File: src/rtl/dfi_init_seq.sv
// dfi_init_seq: DDR3 power-up and initialisation sequencer driving the DFI control interface
module dfi_init_seq #(
   parameter int C_DFI_FREQ_RATIO = 4,
   parameter int C_DFI_ADDR_WIDTH = 16,
   parameter int C_DFI_BANK_WIDTH = 3,
   parameter int C_DFI_CS_WIDTH   = 1,
   parameter int C_CMD_PHASE      = 0,
   parameter int C_RESET_CYCLES   = 50000,
   parameter int C_CKE_CYCLES     = 125000,
   parameter int C_TXPR           = 40,
   parameter int C_TMRD           = 2,
   parameter int C_TMOD           = 6,
   parameter int C_TZQINIT        = 128
) (
   input  logic                                                clk,
   input  logic                                                rst,
   input  logic                                                start,
   input  logic [12:0]                                         mr0,
   input  logic [12:0]                                         mr1,
   input  logic [12:0]                                         mr2,
   input  logic [12:0]                                         mr3,
   output logic                                                dfi_init_start,
   input  logic                                                dfi_init_complete,
   output logic [C_DFI_CS_WIDTH-1:0][C_DFI_FREQ_RATIO-1:0]     dfi_reset_n,
   output logic [C_DFI_CS_WIDTH-1:0][C_DFI_FREQ_RATIO-1:0]     dfi_cke,
   output logic [C_DFI_CS_WIDTH-1:0][C_DFI_FREQ_RATIO-1:0]     dfi_odt,
   output logic [C_DFI_CS_WIDTH-1:0][C_DFI_FREQ_RATIO-1:0]     dfi_cs_n,
   output logic [0:0][C_DFI_FREQ_RATIO-1:0]                    dfi_ras_n,
   output logic [0:0][C_DFI_FREQ_RATIO-1:0]                    dfi_cas_n,
   output logic [0:0][C_DFI_FREQ_RATIO-1:0]                    dfi_we_n,
   output logic [C_DFI_BANK_WIDTH-1:0][C_DFI_FREQ_RATIO-1:0]   dfi_bank,
   output logic [C_DFI_ADDR_WIDTH-1:0][C_DFI_FREQ_RATIO-1:0]   dfi_address,
   output logic                                                busy,
   output logic                                                done
);
   localparam logic [2:0] IDLE = 3'd0, PHY_INIT = 3'd1, RST_LOW = 3'd2, CKE_LOW = 3'd3,
                          CKE_HIGH = 3'd4, MRS = 3'd5, ZQ = 3'd6, DONE = 3'd7;
   localparam int FR = C_DFI_FREQ_RATIO;
   localparam int AW = C_DFI_ADDR_WIDTH;
   localparam int BW = C_DFI_BANK_WIDTH;
   function automatic int mx(input int a, input int b);
      return a > b ? a : b;
   endfunction
   localparam int MAXW = mx(mx(mx(C_RESET_CYCLES, C_CKE_CYCLES), mx(C_TXPR, C_TMRD)), mx(C_TMOD, C_TZQINIT));
   localparam int W = MAXW > 1 ? $clog2(MAXW) : 1;
   localparam logic [W-1:0] L_RST = W'(C_RESET_CYCLES - 1);
   localparam logic [W-1:0] L_CKE = W'(C_CKE_CYCLES - 1);
   localparam logic [W-1:0] L_XPR = W'(C_TXPR - 1);
   localparam logic [W-1:0] L_MRD = W'(C_TMRD - 1);
   localparam logic [W-1:0] L_MOD = W'(C_TMOD - 1);
   localparam logic [W-1:0] L_ZQ  = W'(C_TZQINIT - 1);
   localparam logic [FR-1:0] PH = FR'(1) << C_CMD_PHASE;
   logic [2:0]    state;
   logic [W-1:0]  cnt;
   logic [1:0]    idx;
   logic          first;
   logic          mrs;
   logic          rn;
   logic          ck;
   logic [12:0]   mr;
   logic [AW-1:0] a;
   logic [BW-1:0] b;
   logic [FR-1:0] cph;
   logic [FR-1:0] rph;
   // command fields for the step in progress; idx 0..3 selects MR2, MR3, MR1, MR0
   always_comb begin
      mrs = state == MRS;
      rn  = state >= CKE_LOW;
      ck  = state >= CKE_HIGH;
      mr  = idx == 2'd0 ? mr2 : idx == 2'd1 ? mr3 : idx == 2'd2 ? mr1 : mr0;
      a   = mrs ? AW'(mr) : AW'(1) << 10;
      b   = mrs ? BW'({~idx[1], idx[1] ^ idx[0]}) : '0;
      cph = first ? ~PH : '1;
      rph = first && mrs ? ~PH : '1;
   end
   // sequencer: one shared down-counter times every state; first marks the command cycle
   always_ff @(posedge clk or posedge rst) begin
      if (rst) begin
         state <= IDLE;
         cnt   <= '0;
         idx   <= '0;
         first <= 1'b0;
      end else begin
         first <= 1'b0;
         case (state)
            IDLE, DONE: if (start) state <= PHY_INIT;
            PHY_INIT: if (dfi_init_complete) begin
               state <= RST_LOW;
               cnt   <= L_RST;
            end
            RST_LOW: if (cnt == '0) begin
               state <= CKE_LOW;
               cnt   <= L_CKE;
            end else cnt <= cnt - W'(1);
            CKE_LOW: if (cnt == '0) begin
               state <= CKE_HIGH;
               cnt   <= L_XPR;
            end else cnt <= cnt - W'(1);
            CKE_HIGH: if (cnt == '0) begin
               state <= MRS;
               cnt   <= L_MRD;
               idx   <= 2'd0;
               first <= 1'b1;
            end else cnt <= cnt - W'(1);
            MRS: if (cnt == '0) begin
               first <= 1'b1;
               if (idx == 2'd3) begin
                  state <= ZQ;
                  cnt   <= L_ZQ;
               end else begin
                  idx <= idx + 2'd1;
                  cnt <= idx == 2'd2 ? L_MOD : L_MRD;
               end
            end else cnt <= cnt - W'(1);
            default: if (cnt == '0) state <= DONE;
               else cnt <= cnt - W'(1);
         endcase
      end
   end
   // registered DFI outputs; reset_n/cke hold through PHY_INIT so a restart drops them only at RST_LOW
   always_ff @(posedge clk or posedge rst) begin
      if (rst) begin
         dfi_init_start <= 1'b0;
         busy           <= 1'b0;
         done           <= 1'b0;
         dfi_reset_n    <= '0;
         dfi_cke        <= '0;
         dfi_odt        <= '0;
         dfi_cs_n       <= '1;
         dfi_ras_n      <= '1;
         dfi_cas_n      <= '1;
         dfi_we_n       <= '1;
         dfi_bank       <= '0;
         dfi_address    <= '0;
      end else begin
         dfi_init_start <= state != IDLE;
         busy           <= state != IDLE && state != DONE;
         done           <= state == DONE;
         dfi_odt        <= '0;
         if (state != PHY_INIT) begin
            dfi_reset_n <= {(C_DFI_CS_WIDTH * FR){rn}};
            dfi_cke     <= {(C_DFI_CS_WIDTH * FR){ck}};
         end
         dfi_cs_n  <= {C_DFI_CS_WIDTH{cph}};
         dfi_ras_n <= rph;
         dfi_cas_n <= rph;
         dfi_we_n  <= cph;
         if (first) begin
            for (int i = 0; i < AW; i++) dfi_address[i] <= {FR{a[i]}};
            for (int i = 0; i < BW; i++) dfi_bank[i] <= {FR{b[i]}};
         end
      end
   end
endmodule

File: config.mk
export PLATFORM = sky130hd
export DESIGN_NAME = dfi_init_seq
export DESIGN_NICKNAME = d
export VERILOG_FILES = /design/src/rtl/dfi_init_seq.sv
export SDC_FILE = /design/constraint.sdc
export NUM_CORES = 1
export LEC_CHECK = 0
export BUFFER_PORTS_ARGS = -buffer_cell sky130_fd_sc_hd__buf_2
export CORE_AREA = 2 2 79 99
export CTS_CLUSTER_DIAMETER = 40
export DETAILED_ROUTE_END_ITERATION = 12
export DIE_AREA = 0 0 81 101
export GPL_TIMING_DRIVEN = 0
export HOLD_SLACK_MARGIN = 0.02
export MAX_ROUTING_LAYER = met4
export PLACE_DENSITY_LB_ADDON = 0.05
export REMOVE_ABC_BUFFERS = 1
export SLEW_MARGIN = 20
export SYNTH_ARGS = -nofsm -noshare
export SYNTH_HDL_FRONTEND = slang
export SYNTH_SLANG_ARGS = --single-unit
File: constraint.sdc
create_clock -name clk -period 5.13 [get_ports clk]
set_clock_uncertainty 0.1 [all_clocks]
set_input_delay 0.7695 -clock clk [delete_from_list [all_inputs] [get_ports clk]]
set_output_delay 0.7695 -clock clk [all_outputs]
set_load 0.02 [all_outputs]
# --- Yosys cells after proc, flatten, opt, wreduce, memory -nomap -nowiden ---
# Cells that the tools add are included.
# Widths: inputs -> output; s select.
totals:
  word_cells: 97
  register_bits: 47
  inputBits: 56
classes:
  addsub: 2
  n_mux: 31
  bitwise_logic: 3
  reduce_logical: 13
  order_cmp: 2
  n_eq_ne: 20
ops:
  columns: ["cell", "count"]
  rows:
  - ["$mux 17", 6]
  - ["$pmux 17 s6", 1]
  - ["$mux 13", 4]
  - ["$mux 3", 9]
  - ["$pmux 3 s6", 1]
  - ["$logic_not 17->1", 1]
  - ["$sub 17x1->17 const B", 1]
  - ["$ne 2x2->1 const B", 6]
  - ["$eq 3x3->1 const B", 3]
  - ["$mux 2", 4]
  - ["$reduce_and 8->1", 1]
  - ["$mux 7", 1]
  - ["$eq 3x2->1 const B", 2]
  - ["$ne 6x2->1 const B", 1]
  - ["$reduce_bool 3->1", 2]
  - ["$eq 2x2->1 const B", 2]
  - ["$mux 1", 4]
  - ["$ne 2x1->1 const B", 2]
  - ["$pmux 2 s2", 1]
  - ["$reduce_and 4->1", 1]
  - ["$reduce_or 2->1", 2]
  - ["$eq 3x1->1 const B", 1]
  - ["$ge 3x2->1 const B", 1]
  - ["$ge 3x3->1 const B", 1]
  - ["11 further kinds", 13]

# --- Depth between registers and ports, before layout ---
# Gate-level depths: netlist of run 1.
logic_depth:
  depth_word: 5
  depth_mapped: 10
  mapped_depth_nobuf: 8

# --- Worst setup path before layout of run 1 ---
# No wires, ideal clock.
synth_timing:
  kind: "reg-to-reg"
  from: "reg cnt[0]"
  to: "reg state[2]"
  path_buffers: 1
  period_less_slack_ps: 2120
  t_arrival_ps: 1894
  setup_time_ps: 126
  setup_slack_ps: 3010
  path_stages_with_launch: 9
  cell_sequence: "dfrtp_1 > inv_1 > ha_1 > nor4b_4 > and4_1 > buf_6 > o31ai_2 > a21o_1 > o32a_1"
synth_between:
  elab_chain_len: 3
synth_lines:
  columns: ["item", "line", "source"]
  rows:
  - ["start, declared", "54", "logic [W-1:0] cnt;"]
  - ["start signal, assigned", "94", "end else cnt <= cnt - W'(1);"]
  - ["start signal, assigned", "98", "end else cnt <= cnt - W'(1);"]
  - ["start signal, assigned", "104", "end else cnt <= cnt - W'(1);"]
  - ["$logic_not 17->1 *", null, null]
  - ["$ne 2x2->1 (no source line), or another cell as far along", null, null]
  - ["$reduce_and 8->1 (no source line) *", null, null]
  - ["end signal, assigned", "92", "state <= CKE_LOW;"]
  - ["end signal, assigned", "96", "state <= CKE_HIGH;"]
  - ["end signal, assigned", "115", "default: if (cnt == '0) state <= DONE;"]
  - ["end, declared", "53", "logic [2:0] state;"]
# Every way passes the cells marked *; elsewhere a longest branch is shown, timed or not.
# A chain may end at the register's enable or synchronous reset.

# --- Worst setup path after layout of run 1 ---
layout_timing:
  from: "reg state[1]"
  to: "reg cnt[11]"
layout_between:
  elab_chain_len: 4
layout_lines:
  columns: ["item", "line", "source"]
  rows:
  - ["start signal, assigned", "79", "state <= IDLE;"]
  - ["start signal, assigned", "86", "IDLE, DONE: if (start) state <= PHY_INIT;"]
  - ["start signal, assigned", "88", "state <= RST_LOW;"]
  - ["branches (longest 4 deep; another with $ne 6x2->1)", null, null]
# Several ways; the timed one is not identified.

==> flow_metrics.env, run 1 <==
export IMPL_grt_pass1_vias=2887
export IMPL_yosysTopAreaCellShare_pct=29.4
export IMPL_ys_flop_type="dfrtp_1"
export IMPL_antenna_found_initial=0
export IMPL_async_reset_ff_share_pct=100
export IMPL_fin_total_pwr_mw=2.00
export IMPL_setup_viol=0
export IMPL_status="finished clean"
export IMPL_rsz0062_at_grt="no"
export IMPL_yosys_top_cells_count="buf_4 (86), nor2_1 (47), a21oi_1 (46)"
export IMPL_cpPeakStageDelay_ns=0.73
export IMPL_insertedDiodeCount=0
export IMPL_cp_start_kind="flip-flop"
export IMPL_max_cap_violations=0
export IMPL_core_rowCount=35
export IMPL_grt_pass1_wl_um=14900
export IMPL_die_h_um=101
export IMPL_avgSynthCellArea_um2=8.44
export IMPL_start_util_pct=50.4
export IMPL_cts_sinks=45
export IMPL_via_per_inst=5.51
export IMPL_grt_max_degree=33
export IMPL_drt_pass1_iterations=5
export IMPL_wl_um=9740
export IMPL_max_slew_margin_pct=40.5
export IMPL_ys_types=70
export IMPL_critical_path_top_delay_family="compound AO/OA/AOI/OAI gates"
export IMPL_end_kind="flip-flop"
export IMPL_hold_buffers=0
export IMPL_yosysTopAreaCell="dfrtp_1"
export IMPL_crit_cells=7
export IMPL_die_w_um=81
export IMPL_drtIter0Drc=194
export IMPL_ys_ff_latch=45
export IMPL_gp_congestion=0.966
export IMPL_tightestPinTransition_ns=0.893
export IMPL_grt_ovfl_total=0
export IMPL_setup_tns_ns=0
export IMPL_crit_buf_inv=1
export IMPL_postCtsSetupRepairBufs=0
export IMPL_min_period_ns=3.20
export IMPL_critPathSlowestCell="dfrtp_1"
export IMPL_fillCellCount=712
export IMPL_ir_drop_uv=384
export IMPL_drc=0
export IMPL_fp_coreArea_um2=7270
export IMPL_synth_warnings=0
export IMPL_layout_drive_gt1_share_pct=31.4
export IMPL_slew_viol_final=0
export IMPL_max_clock_freq_mhz=313
export IMPL_crit_type="reg2reg"
export IMPL_yosysSeqAreaShare_pct=30.8
export IMPL_synth_edf_count=0
export IMPL_powerDensity_nw_per_um2=512
export IMPL_tritoncts="built"
export IMPL_cts_clk_slew_worst_paths_ns=0.09
export IMPL_wire_per_inst_um=16.5
export IMPL_ant_nets=0
export IMPL_power_leakage_nw=1.81
export IMPL_dieArea_um2=8180
export IMPL_ios=163
export IMPL_cp_data_arrival_time_ns=3.34
export IMPL_syn_inst=434
export IMPL_cp_cell_sequence="inv_1 > ha_1 > nor2_1 > or3_1 > a211oi_1 > o311a_1 > a221o_1"
export IMPL_area_growth_synth_to_final_pct=6.56
export IMPL_clkLatencyLatePin_ns=0.30
export IMPL_critPathMaxFanout=20
export IMPL_r2r_cells=7
export IMPL_synthesis_area_um2=3660
export IMPL_cts_resized=0
export IMPL_required_ns=5.28
export IMPL_port_buffers=130
export IMPL_grt_usage_pct=24.2
export IMPL_hpwl_um=7220
export IMPL_vias=3244
export IMPL_ys_top_cells_by_area="dfrtp_1 (29%), buf_4 (18%), a21oi_1 (6.3%), nor2_1 (4.8%), mux2i_1 (3.6%)"
export IMPL_root_buffer="clkbuf_8"
export IMPL_final_util_pct=53.7
export IMPL_hold_viol_final=0
export IMPL_finalNetCount=558
export IMPL_instances_no_fill=589
export IMPL_dp_cells=581
export IMPL_cts_buffer_depth=2
export IMPL_yosys_cell_count_top_type="buf_4"
export IMPL_min_period_over_period_pct=62.3
export IMPL_hold_path_class="in2async"
export IMPL_numCtsBuffers=5
export IMPL_htree_levels=2
## sequential cells by signal, indices dropped and copies added (netlist names)
signal	flops
busy	1
cnt	17
dfi_address	13
dfi_bank	2
dfi_cas_n	1
dfi_cke	1
dfi_init_start	1
dfi_reset_n	1
dfi_we_n	1
done	1
first	1
idx	2
state	3
## per-layer routing
metal	share of wire (%)	wire, um	GRT usage (%)	vias up
li1	-	-	-	1549
met4	2.1	200	7.95	0
met3	8.0	778	3.32	12
met5	0	0	-	-
met1	42	4070	30.4	1522
met2	48	4690	40.0	161
## cell usage in the layout (no fill, tap or decap), drive strengths merged, types with 3 or more instances in the layout
cell     instances
a22oi            3
conb            32
dfrtp           43
nor3            10
a21oi           47
nand4            3
ha               6
clkbuf           6
a22o             5
o21ai           23
inv             10
mux2i           13
buf            131
nand2           26
o31ai            3
and2             4
nor4             7
nor2            48
a211oi           3
a21o             3
a31oi            4
clkinv           4
nand3            3
o2bb2ai         14
or3              4
## cell families (layout without fill, tap and decap cells)
kind of cell,Yosys count,in the layout,synth area share (%)
DFF,45,45,30.8
muxes,13,13,3.55
other,2,32,0.205
AOI/OAI and AO/OA,129,129,23.6
buffers and inverters,118,151,21.4
and+or+nand+nor,118,118,17.6
adders and majority gates,7,7,2.32
xor gates and xnor gates,2,2,0.478
## power breakdown
| group | switching (mW) | leakage, nW | internal (mW) |
|---|---|---|---|
| combinational | 0.705 | 1.22 | 0.422 |
| sequential | 0.196 | 0.544 | 0.453 |
| clock | 0.126 | 0.0450 | 0.0947 |
| total | 1.03 | 1.81 | 0.970 |
## layout make-up
cell class / instances / area (um^2) / area share (%)
flip-flops and latches: 45 / 1130 / 28.9
repair buffers: 131 / 671 / 17.2
inverters: 12 / 45.0 / 1.15
well taps: 92 / 115 / 2.95
multi-input cells: 301 / 1860 / 47.7
clock inverters: 2 / 10.0 / 0.256
clock buffers: 6 / 72.6 / 1.86
## stage by stage
step           instance area [um^2]  hold slack, ns  setup slack (ns)
2_1_floorplan                  3040           0.379              2.68
3_3_place_gp                   3800           0.410              2.03
3_5_place_dp                   3820           0.413              2.05
4_1_cts                        3910           0.321              2.01
5_1_grt                        3910           0.334              1.72
6_report                       3910           0.313              1.93
## worst paths after layout
| kind | start | slack, ns | endpoint |
|---|---|---|---|
| min in group clk | idx[1] | 0.43 | dfi_bank[4] |
| hold / removal | rst | 0.31 | cnt[12] |
| setup / recovery | state[1] | 1.93 | cnt[11] |
| hold reg to reg | idx[1] | 0.43 | dfi_bank[4] |
| setup reg to reg | state[1] | 1.93 | cnt[11] |
| max in group asynchronous | rst | 4.08 | dfi_cas_n[0] |
(Power assumes the default switching activity.)
==> run 2: changes to the inputs <==
Settings changed: CORE_AREA 2 2 79 99 to 2 2 85 108, DIE_AREA 0 0 81 101 to 0 0 87 110.
Clock period 5.13 ns to 2.67 ns, I/O delays scaled along.
==> flow_metrics.env, run 2 (synthesized netlist as in run 1, its figures left out) <==
export IMPL_drtIter0Drc=107
export IMPL_grt_usage_pct=20.9
export IMPL_cts_buffer_depth=2
export IMPL_ios=163
export IMPL_largest_register_ffs=17
export IMPL_drc=0
export IMPL_port_buffers=130
export IMPL_htree_levels=2
export IMPL_dp_slack_ns=-0.548
export IMPL_max_clock_freq_mhz=399
export IMPL_hold_slack_ns=0.265
export IMPL_wl_um=9760
export IMPL_grt_ovfl_total=0
export IMPL_stdcell_area_um2=4040
export IMPL_powerDensity_nw_per_um2=995
export IMPL_top_regs="cnt x17, dfi_address x13, state x3"
export IMPL_slew_viol_final=0
export IMPL_root_buffer="clkbuf_8"
export IMPL_drt_pass1_iterations=4
export IMPL_cp_cell_sequence="inv_1 > ha_4 > nor2_1 > or3_1 > a211oi_2 > o311a_1 > a221o_1"
export IMPL_grt_pass1_vias=2906
export IMPL_cp_start_kind="flip-flop"
export IMPL_place_area_um2=3830
export IMPL_die_h_um=110
export IMPL_finalNetCount=561
export IMPL_layout_drive_gt1_share_pct=33.6
export IMPL_hpwl_um=7480
export IMPL_crit_buf_inv=1
export IMPL_critical_path_top_delay_family="compound AO/OA/AOI/OAI gates"
export IMPL_core_rowCount=38
export IMPL_start_util_pct=43.1
export IMPL_cts_clk_slew_worst_paths_ns=0.08
export IMPL_max_cap_violations=0
export IMPL_cpPeakStageDelay_ns=0.55
export IMPL_hold_viol_final=0
export IMPL_ir_drop_uv=650
export IMPL_die_w_um=87
export IMPL_required_ns=2.82
export IMPL_critPathMaxFanout=20
export IMPL_min_period_over_period_pct=93.8
export IMPL_grt_max_degree=30
export IMPL_hold_path_class="in2reg"
export IMPL_largest_register="cnt"
export IMPL_grt_pass1_wl_um=15100
export IMPL_tritoncts="built"
export IMPL_power_leakage_nw=1.84
export IMPL_max_slew_margin_pct=42.9
export IMPL_fp_coreArea_um2=8510
export IMPL_clkLatencyLatePin_ns=0.31
export IMPL_tightestPinTransition_ns=0.857
export IMPL_end_kind="flip-flop"
export IMPL_antenna_found_initial=2
export IMPL_numCtsBuffers=5
export IMPL_cp_data_arrival_time_ns=2.65
export IMPL_setup_viol=0
export IMPL_fin_total_pwr_mw=4.02
export IMPL_crit_type="reg2reg"
export IMPL_critPathSlowestCell="dfrtp_4"
export IMPL_area_growth_synth_to_final_pct=10.2
export IMPL_vias=3227
export IMPL_gp_congestion=0.914
export IMPL_wire_per_inst_um=16.2
export IMPL_worst_slack_ns=0.166
export IMPL_instances_no_fill=602
export IMPL_final_util_pct=47.5
export IMPL_dieArea_um2=9570
export IMPL_layout_common_cells="buf_2 (130), a21oi_1 (46), nor2_1 (45)"
export IMPL_status="finished clean"
export IMPL_dp_cells=589
export IMPL_cts_sinks=45
export IMPL_min_period_ns=2.50
export IMPL_setup_tns_ns=0
export IMPL_final_common_cell="buf_2"
export IMPL_ant_nets=0
export IMPL_via_per_inst=5.36
==> run 2: changes by cell type in the layout (fill, tap and decap cells not counted), moves of 2 or more <==
cell	change
nor2_1	-2
nor2_2	+2
diode_2	+2
dfrtp_1	-2
==> run 2: timing repair <==
item,in CTS,in global routing
hold buffers,1,0
gates resized for setup,6,7
hold endpoints to repair,14,0
endpoints found under the setup margin,12,28
buffers inserted,0,2
==> run 2: final cells by class <==
cell class / instances / area (um^2)
inverter: 12 / 46.3
multi-input combinational: 301 / 1910
clock buffer: 7 / 86.3
clock inverter: 1 / 30.0
fill: 854 / 4470
sequential: 45 / 1130
timing repair buffer: 134 / 708
tap: 100 / 125
antenna: 2 / 5.00
==> run 2: worst paths after layout <==
check	from	end	slack [ns]	cells past startpoint
worst min register to register	idx[1]	dfi_bank[4]	0.43	1
max in group asynchronous	rst	dfi_address[24]	1.45	4
worst min-delay path	mr2[7]	dfi_address[28]	0.27	3
worst max-delay path	state[1]	cnt[11]	0.17	7
min in group asynchronous	rst	cnt[10]	0.53	3
worst max register to register	state[1]	cnt[11]	0.17	7
==> run 2: power breakdown <==
part / switching [mW] / leakage (nW) / internal, mW
registers: 0.374 / 0.542 / 0.878
clock network: 0.240 / 0.0585 / 0.305
logic: 1.37 / 1.24 / 0.851
==> run 2: routing by layer <==
metal	up-vias	GRT usage, %	share of wire, %
li1	1560	-	-
met1	1511	24.0	41
met2	134	35.1	49
met3	22	4.32	7.3
met4	0	9.15	3.1
met5	-	-	0
==> run 2: worst register-to-register path: cells and delay by family, from the launching register on <==
kind / cells / cell delay, ns
AOI/OAI and AO/OA: 3 / 0.66
adders and majority gates: 1 / 0.43
buffers and inverters: 1 / 0.20
DFF: 1 / 0.55
and+or+nand+nor: 2 / 0.49
